==> src/rtl/pixel_ram_writer.sv <==
// pixel_ram_writer: buffers pixel plot requests and writes them, or a full-frame clear sweep, to the frame RAM.
//
// Ports:
//   clk_i              system clock, rising edge
//   rst_i              asynchronous active-low reset
//   plot_i             plot request strobe, accepted when plot_i && ready_o
//   x_i, y_i           pixel column / row
//   colour_i           pixel colour
//   ready_o            FIFO can accept a request this cycle
//   clear_i            clear-frame request pulse
//   busy_o             clear pending or running, or FIFO non-empty
//   wr_addr_o          RAM write address (y*WIDTH + x)
//   wr_data_o          RAM write data
//   wren_o             RAM write enable, one cycle per write
//   oob_err_o          sticky out-of-range flag (only with PIXEL_BOUNDS_CHECK_EN)
//
// Build option: define PIXEL_BOUNDS_CHECK_EN to drop out-of-range plots and flag them on oob_err_o.
module pixel_ram_writer #(
    parameter int          WIDTH        = 160,
    parameter int          HEIGHT       = 120,
    parameter int          ADDR_W       = 15,
    parameter int          FIFO_DEPTH   = 4,
    parameter logic [2:0]  CLEAR_COLOUR = 3'b000
) (
    input  logic              clk_i,
    input  logic              rst_i,
    input  logic              plot_i,
    input  logic [7:0]        x_i,
    input  logic [6:0]        y_i,
    input  logic [2:0]        colour_i,
    output logic              ready_o,
    input  logic              clear_i,
    output logic              busy_o,
    output logic [ADDR_W-1:0] wr_addr_o,
    output logic [2:0]        wr_data_o,
    output logic              wren_o
`ifdef PIXEL_BOUNDS_CHECK_EN
    ,
    output logic              oob_err_o
`endif
);
    localparam int PTR_W = $clog2(FIFO_DEPTH);
    localparam int CNT_W = PTR_W + 1;
    localparam logic [ADDR_W-1:0] LAST = ADDR_W'(WIDTH * HEIGHT - 1);

    typedef enum logic [1:0] {IDLE, DRAIN, CLEAR} state_e;

    state_e             state_q, state_d;
    logic [17:0]        mem_q [FIFO_DEPTH];
    logic [PTR_W-1:0]   wr_ptr_q, rd_ptr_q;
    logic [CNT_W-1:0]   cnt_q;
    logic [ADDR_W-1:0]  sweep_q, sweep_d;
    logic [ADDR_W-1:0]  wr_addr_d;
    logic [2:0]         wr_data_d;
    logic               wren_d;
    logic               live_q;
    logic               push, pop, keep;
    logic [17:0]        head;
    logic [ADDR_W-1:0]  head_addr;

    // live_q holds ready low while in reset and until the first edge after release
    assign ready_o   = live_q && state_q == IDLE && cnt_q != CNT_W'(FIFO_DEPTH);
    assign busy_o    = state_q != IDLE || cnt_q != '0;
    assign push      = plot_i && ready_o;
    assign pop       = cnt_q != '0 && (state_q == IDLE || state_q == DRAIN);
    assign head      = mem_q[rd_ptr_q];
    assign head_addr = ADDR_W'(head[9:3]) * ADDR_W'(WIDTH) + ADDR_W'(head[17:10]);

`ifdef PIXEL_BOUNDS_CHECK_EN
    assign keep = head[17:10] < WIDTH && head[9:3] < HEIGHT;
`else
    assign keep = 1'b1;
`endif

    always_comb begin
        state_d   = state_q;
        sweep_d   = sweep_q;
        wren_d    = pop && keep;
        wr_addr_d = pop ? head_addr : wr_addr_o;
        wr_data_d = pop ? head[2:0] : wr_data_o;
        unique case (state_q)
            IDLE:  state_d = clear_i ? DRAIN : IDLE;
            DRAIN: begin
                // pop implies a non-empty FIFO, so an empty count means no pop this cycle
                state_d = cnt_q == '0 ? CLEAR : DRAIN;
                sweep_d = '0;
            end
            CLEAR: begin
                wren_d    = 1'b1;
                wr_addr_d = sweep_q;
                wr_data_d = CLEAR_COLOUR;
                sweep_d   = sweep_q + 1'b1;
                state_d   = sweep_q == LAST ? IDLE : CLEAR;
            end
            default: state_d = IDLE;
        endcase
    end

    always_ff @(posedge clk_i or negedge rst_i) begin
        if (!rst_i) begin
            state_q   <= IDLE;
            sweep_q   <= '0;
            wr_ptr_q  <= '0;
            rd_ptr_q  <= '0;
            cnt_q     <= '0;
            wren_o    <= 1'b0;
            wr_addr_o <= '0;
            wr_data_o <= '0;
            live_q    <= 1'b0;
        end else begin
            state_q   <= state_d;
            sweep_q   <= sweep_d;
            wr_ptr_q  <= push ? wr_ptr_q + 1'b1 : wr_ptr_q;
            rd_ptr_q  <= pop ? rd_ptr_q + 1'b1 : rd_ptr_q;
            cnt_q     <= cnt_q + CNT_W'(push) - CNT_W'(pop);
            wren_o    <= wren_d;
            wr_addr_o <= wr_addr_d;
            wr_data_o <= wr_data_d;
            live_q    <= 1'b1;
        end
    end

    // storage needs no reset: the pointers and count define which entries are valid
    always_ff @(posedge clk_i) begin
        if (push)
            mem_q[wr_ptr_q] <= {x_i, y_i, colour_i};
    end

`ifdef PIXEL_BOUNDS_CHECK_EN
    // cleared on the DRAIN->CLEAR transition, i.e. as the sweep starts
    always_ff @(posedge clk_i or negedge rst_i) begin
        if (!rst_i)
            oob_err_o <= 1'b0;
        else if (state_q == DRAIN && cnt_q == '0)
            oob_err_o <= 1'b0;
        else if (pop && !keep)
            oob_err_o <= 1'b1;
    end
`endif
endmodule
==> config.mk <==
export PLATFORM = sky130hd
export DESIGN_NAME = pixel_ram_writer
export DESIGN_NICKNAME = d
export VERILOG_FILES = /design/src/rtl/pixel_ram_writer.sv
export SDC_FILE = /design/constraint.sdc
export NUM_CORES = 1
export LEC_CHECK = 0
export CORE_ASPECT_RATIO = 1.4
export CORE_UTILIZATION = 52
export CTS_CLUSTER_DIAMETER = 30
export DETAILED_ROUTE_END_ITERATION = 16
export PLACE_DENSITY = 0.75
export REMOVE_ABC_BUFFERS = 1
export SLEW_MARGIN = 0
export SYNTH_ARGS = -nofsm -noshare
export SYNTH_HDL_FRONTEND = slang
export SYNTH_SLANG_ARGS = --single-unit
export TNS_END_PERCENT = 20
==> constraint.sdc <==
create_clock -name clk_i -period 3.6 [get_ports clk_i]
set_input_delay 0.72 -clock clk_i [delete_from_list [all_inputs] [get_ports clk_i]]
set_output_delay 0.72 -clock clk_i [all_outputs]
set_load 0.005 [all_outputs]
After elaboration in Yosys (flattened, before gate mapping)
Memories as Yosys holds them, arrays and structs flattened.
Index checks and enable logic that the tools add are counted.
{ "totals": {"ff_bits": 44, "latch_bits": 0, "ram_bits": 72, "rom_bits": 0, "in_bits": 22, "out_inout_bits": 21, "elab_cells": 45, "mem_count": 1} }
{ "memory_table": {"columns": ["name", "depth", "width", "rd", "rd_ports_with_merged_regs", "write_ports", "line_no", "rtl"], "rows": [
  ["mem_q", 4, 18, 1, 0, 1, "49", "logic [17:0] mem_q [FIFO_DEPTH];"]
]} }
{ "classes": {"addsub": 6, "multipliers": 1, "div_mod_pow": 0, "order_cmp": 0, "n_eq_ne": 4, "shifts": 0, "mux": 12, "bitwise_logic": 0, "reduce_logical": 12} }
{ "op_table": {"columns": ["operator", "n"], "rows": [
  ["15-bit 2-to-1 mux", 2],
  ["15-bit one-hot mux with 2 select lines", 1],
  ["15-bit by 1-bit adder with 15-bit output, second input constant", 1],
  ["15-bit by 8-bit adder with 15-bit output", 1],
  ["15-bit equality test, second input constant", 1],
  ["7-bit by 3-bit multiplier with 10-bit output, second input constant", 1],
  ["3-bit 2-to-1 mux", 2],
  ["2-bit one-hot mux with 3 select lines", 1],
  ["2-bit nonzero test", 3],
  ["2-bit by 1-bit adder with 2-bit output, second input constant", 2],
  ["1-bit logical AND", 4],
  ["1-bit 2-to-1 mux", 4],
  ["2-bit 2-to-1 mux", 2],
  ["3-bit by 1-bit adder with 3-bit output", 1],
  ["3-bit zero test", 1],
  ["3-bit != test, second input constant", 1],
  ["3-bit nonzero test", 1],
  ["3-bit by 1-bit subtractor with 3-bit output", 1],
  ["2-bit by 1-bit equality test with 1-bit output, second input constant", 1],
  ["2-bit equality test, second input constant", 1],
  ["2-bit zero test", 1],
  ["1-bit logical OR", 2]
]} }

Logic depth before layout (Yosys ltp)
{ "logic_depth": {"ltp_word": 6, "mapped_depth": 13, "depth_no_buf": 13} }

Worst setup path after synthesis
Ideal clock, no wire load.
{ "synth_timing": {"kind": "register to register", "startpoint": "register rd_ptr_q[0]", "endpoint": "register wr_addr_o[13]", "setup_time_ns": 0.069, "arrival_ns": 3.544, "t_required_ns": 3.531, "path_slack_ns": -0.014, "path_stages_with_launch": 13, "n_path_buf": 2, "period_less_slack_ns": 3.614, "cell_sequence": "dfrtp_1 buf_4 buf_2 mux4_2 ha_1 ha_1 inv_1 fa_1 and2b_2 o211a_1 or3b_4 a2111oi_2 nand3b_1"} }
{ "synth_between": {"elab_chain_len": 5} }
{ "synth_lines": {"columns": ["item", "line_no", "rtl"], "rows": [
  ["start: declaration", "50", "logic [PTR_W-1:0] wr_ptr_q, rd_ptr_q;"],
  ["start signal: assignment", "114", "rd_ptr_q <= pop ? rd_ptr_q + 1'b1 : rd_ptr_q;"],
  ["memory 4 x 18 bit *", null, null],
  ["7-bit by 3-bit multiplier with 10-bit output", "67", "assign head_addr = ADDR_W'(head[9:3]) * ADDR_W'(WIDTH) + ADDR_W'(head[17:10]);"],
  ["15-bit by 8-bit adder with 15-bit output *", "67", null],
  ["15-bit 2-to-1 mux *", "79", "wr_addr_d = pop ? head_addr : wr_addr_o;"],
  ["15-bit 2-to-1 mux *", "81", "unique case (state_q)"],
  ["end signal: assignment", "117", "wr_addr_o <= wr_addr_d;"],
  ["end: declaration", "34", "output logic [ADDR_W-1:0] wr_addr_o,"]
]} }
Every way passes the cells marked *; elsewhere a longest branch is shown, timed or not. The select of a mux whose other input is x is not followed.
A chain may end at the register's enable or synchronous reset.

Worst setup path in the final report
Ends and elaborated chain as after synthesis.

==> impl_metrics.py <==
metrics = {
    "outcome": {
        "outcome": "finished clean",
    },
    "layout": {
        "drive_above_1_share": 0.1633,
        "nFillCells": 778,
        "seq_area_mm2": 0.003264,
        "area_growth_syn_to_layout_pct": 22.06,
        "multi_input_area_mm2": 0.001888,
        "fin_area_mm2": 0.006460,
        "antenna_cells": 0,
        "nets": 484,
    },
    "cts": {
        "cts_made_buffers": 17,
        "path_clk_slew_ps": 60,
        "h-tree-depth": 4,
        "cts_tree": "built",
        "clkSinkCount": 116,
        "cts-root-buf": "clkbuf_16",
        "clock_path_buffers": 2,
        "clkLatencyLatePin_ps": 410,
    },
    "place": {
        "port_buffers": 42,
        "gp_congestion": 0.8030,
        "placed_area_mm2": 0.005867,
        "hpwl_um": 6709,
        "pre_cts_ws_ps": 114.2,
    },
    "worst_setup_path": {
        "crit_arrival_ps": 3710,
        "crit_required_ps": 3940,
        "crit_path_end_kind": "flop",
        "start_kind": "flop",
        "critPathKind": "reg -> reg",
        "crit_fanout": 6,
        "r2r_setup_slack_ps": 240,
        "r2r_cells": 10,
        "reg2reg_to": "wr_addr_o[13]$_DFFE_PN0P_",
        "r2r-start": "rd_ptr_q[0]$_DFFE_PN0P_",
    },
    "floorplan": {
        "initial_core_util": 0.5346,
        "io_pins": 43,
        "core_area_mm2": 0.009899,
        "die_w_um": 87.27,
        "dieArea_mm2": 0.01059,
        "die_y_um": 121.4,
        "rows": 43,
    },
    "power_and_ir_drop": {
        "ir_worst_vdd_uv": 613.4,
        "p_per_area_mw_per_mm2": 981.8,
        "p_leak_uw": 0.002461,
    },
    "route": {
        "drc": 0,
        "drt-pass1-iter-count": 4,
        "drtIter0Drc": 159,
        "ant_nets": 0,
        "wire_per_inst_um": 17.23,
        "vias_per_cell": 5.538,
        "vias": 3223,
        "wl_um": 10030,
    },
    "yosys": {
        "postSynthAreaPerCell_um2": 13.96,
        "synth_edf_count": 72,
        "async_reset_ff_frac": 0.3793,
        "synth_seq_cells": 116,
        "yosysMostFrequentCell": "edfxtp_1",
        "synth_top_area_frac": 0.4085,
        "synth_cell_types": 56,
        "synth_top_area_cell": "edfxtp_1",
        "yosysSeqAreaShare": 0.6165,
        "netlist_instances": 379,
        "yosys_warnings": 0,
        "synthTopCellsByCount": "edfxtp_1, dfrtp_1, nand2_1",
        "synthFlopType": "edfxtp_1",
        "netlist_top_cells_area": "edfxtp_1, dfrtp_1, mux4_2",
        "synth_area_mm2": 0.005293,
    },
    "sta": {
        "whs_ps": 466.5,
        "worstMarginPinSlew_ps": 994.4,
        "min_period_over_period": 0.9347,
        "fin_worst_skew_ps": 7.486,
        "final-max-slew-violation-count": 0,
        "period_needed_ps": 3365,
        "rsz0062_at_grt": "no",
        "worst_slack_ps": 235.1,
        "setup_tns_ps": 0,
        "finalHoldViolCount": 0,
        "fmax_mhz": 297.2,
        "max_slew_margin": 0.3371,
        "finalSetupViolCount": 0,
    },
    "global_route": {
        "grt_pass1_wl_um": 16700,
        "grt_overflow": 0,
        "grt_max_degree": 45,
        "antenna_found_initial": 0,
        "grt_pass1_vias": 3405,
        "grt_usage": 0.2160,
    },
    "flow_run": {
        "max-cap-violations": 0,
    },
    "hold_path": {
        "hp-class": "in -> async",
    },
}
-- cell families (layout without fill, tap and decap cells) --
kind of cell,Yosys count,count (layout),synth area share
buffers and inverters,35,103,0.02671
flip-flops,116,116,0.6165
other,1,1,0.0007085
adder cells (fa/ha/maj),27,27,0.06809
AND/OR/NAND/NOR,102,102,0.09953
XOR/XNOR,20,20,0.03452
AO/OA/AOI/OAI,53,53,0.06407
multiplexers,25,25,0.08984
-- worst max-delay path, stage by stage (launching register included) --
cell and delay [ps]:
dfrtp_2 430, buf_4 170, mux4_2 540, ha_1 350, inv_1 70, fa_1 510
and2b_2 240, o211a_1 170, or3b_4 390, a2111oi_2 260, nand3b_1 150
-- how the worst max path moves through the flow --
stage,start,depth (start not counted),end
after floorplan,rd_ptr_q[0]$_DFFE_PN0P_,10,wr_addr_o[13]$_DFFE_PN0P_
final,rd_ptr_q[0]$_DFFE_PN0P_,10,wr_addr_o[13]$_DFFE_PN0P_
after global routing,rd_ptr_q[0]$_DFFE_PN0P_,10,wr_addr_o[13]$_DFFE_PN0P_
after detailed placement,rd_ptr_q[0]$_DFFE_PN0P_,10,wr_addr_o[13]$_DFFE_PN0P_
after global placement,rd_ptr_q[0]$_DFFE_PN0P_,10,wr_addr_o[13]$_DFFE_PN0P_
after CTS,rd_ptr_q[0]$_DFFE_PN0P_,10,wr_addr_o[13]$_DFFE_PN0P_
-- metal layers --
metal | global-route usage | part of all wire | vias to the layer above
met5 | 0 | 0 | -
met4 | 0.1055 | 0.020 | 0
met3 | 0.04082 | 0.027 | 18
met2 | 0.3696 | 0.53 | 65
met1 | 0.2589 | 0.42 | 1620
li1 | - | - | 1520
-- power breakdown --
group          internal (µW)  total [µW]  switching [µW]
clock network           1020        1630             614
registers               1680        1850             162
logic                   1380        2860            1480
-- timing repair --
item	in CTS	in global routing
gates resized for setup	0	1
setup buffers	0	2
setup endpoints to repair	0	2
hold buffers	0	0
-- layout by cell type, fill, tap and decap left out, drive strengths merged, types with 13 or more instances in the layout --
cell / n
edfxtp: 72
dfrtp: 44
clkdlybuf4s50: 41
nand2: 32
o21ai: 25
inv: 25
ha: 24
nor2: 22
mux4: 18
clkbuf: 17
xnor2: 13
-- layout make-up --
cell class,count,share of cell area
clock buffer,17,0.06585
clock inverter,14,0.02344
inverter,21,0.01220
multi-input combinational,228,0.2923
sequential,116,0.5053
tap,135,0.02615
timing repair buffer,51,0.07476
-- state kept, by name, indices dropped and copies added (netlist names) --
name	flops
rd_ptr_q	2
wr_ptr_q	2
live_q	1
wr_addr_o	15
wr_data_o	3
state_q	2
mem_q	72
sweep_q	15
wren_o	1
cnt_q	3
-- per-stage QoR --
step | total power (µW) | cells | util
6_report | 6342 | 582 | 0.6526
5_1_grt | 6800 | 582 | 0.6526
4_1_cts | 6378 | 580 | 0.6509
3_5_place_dp | 4701 | 549 | 0.5926
3_3_place_gp | 4590 | 549 | 0.5926
2_1_floorplan | 3879 | 365 | -
Note: power is estimated with default switching activity, not from simulation.
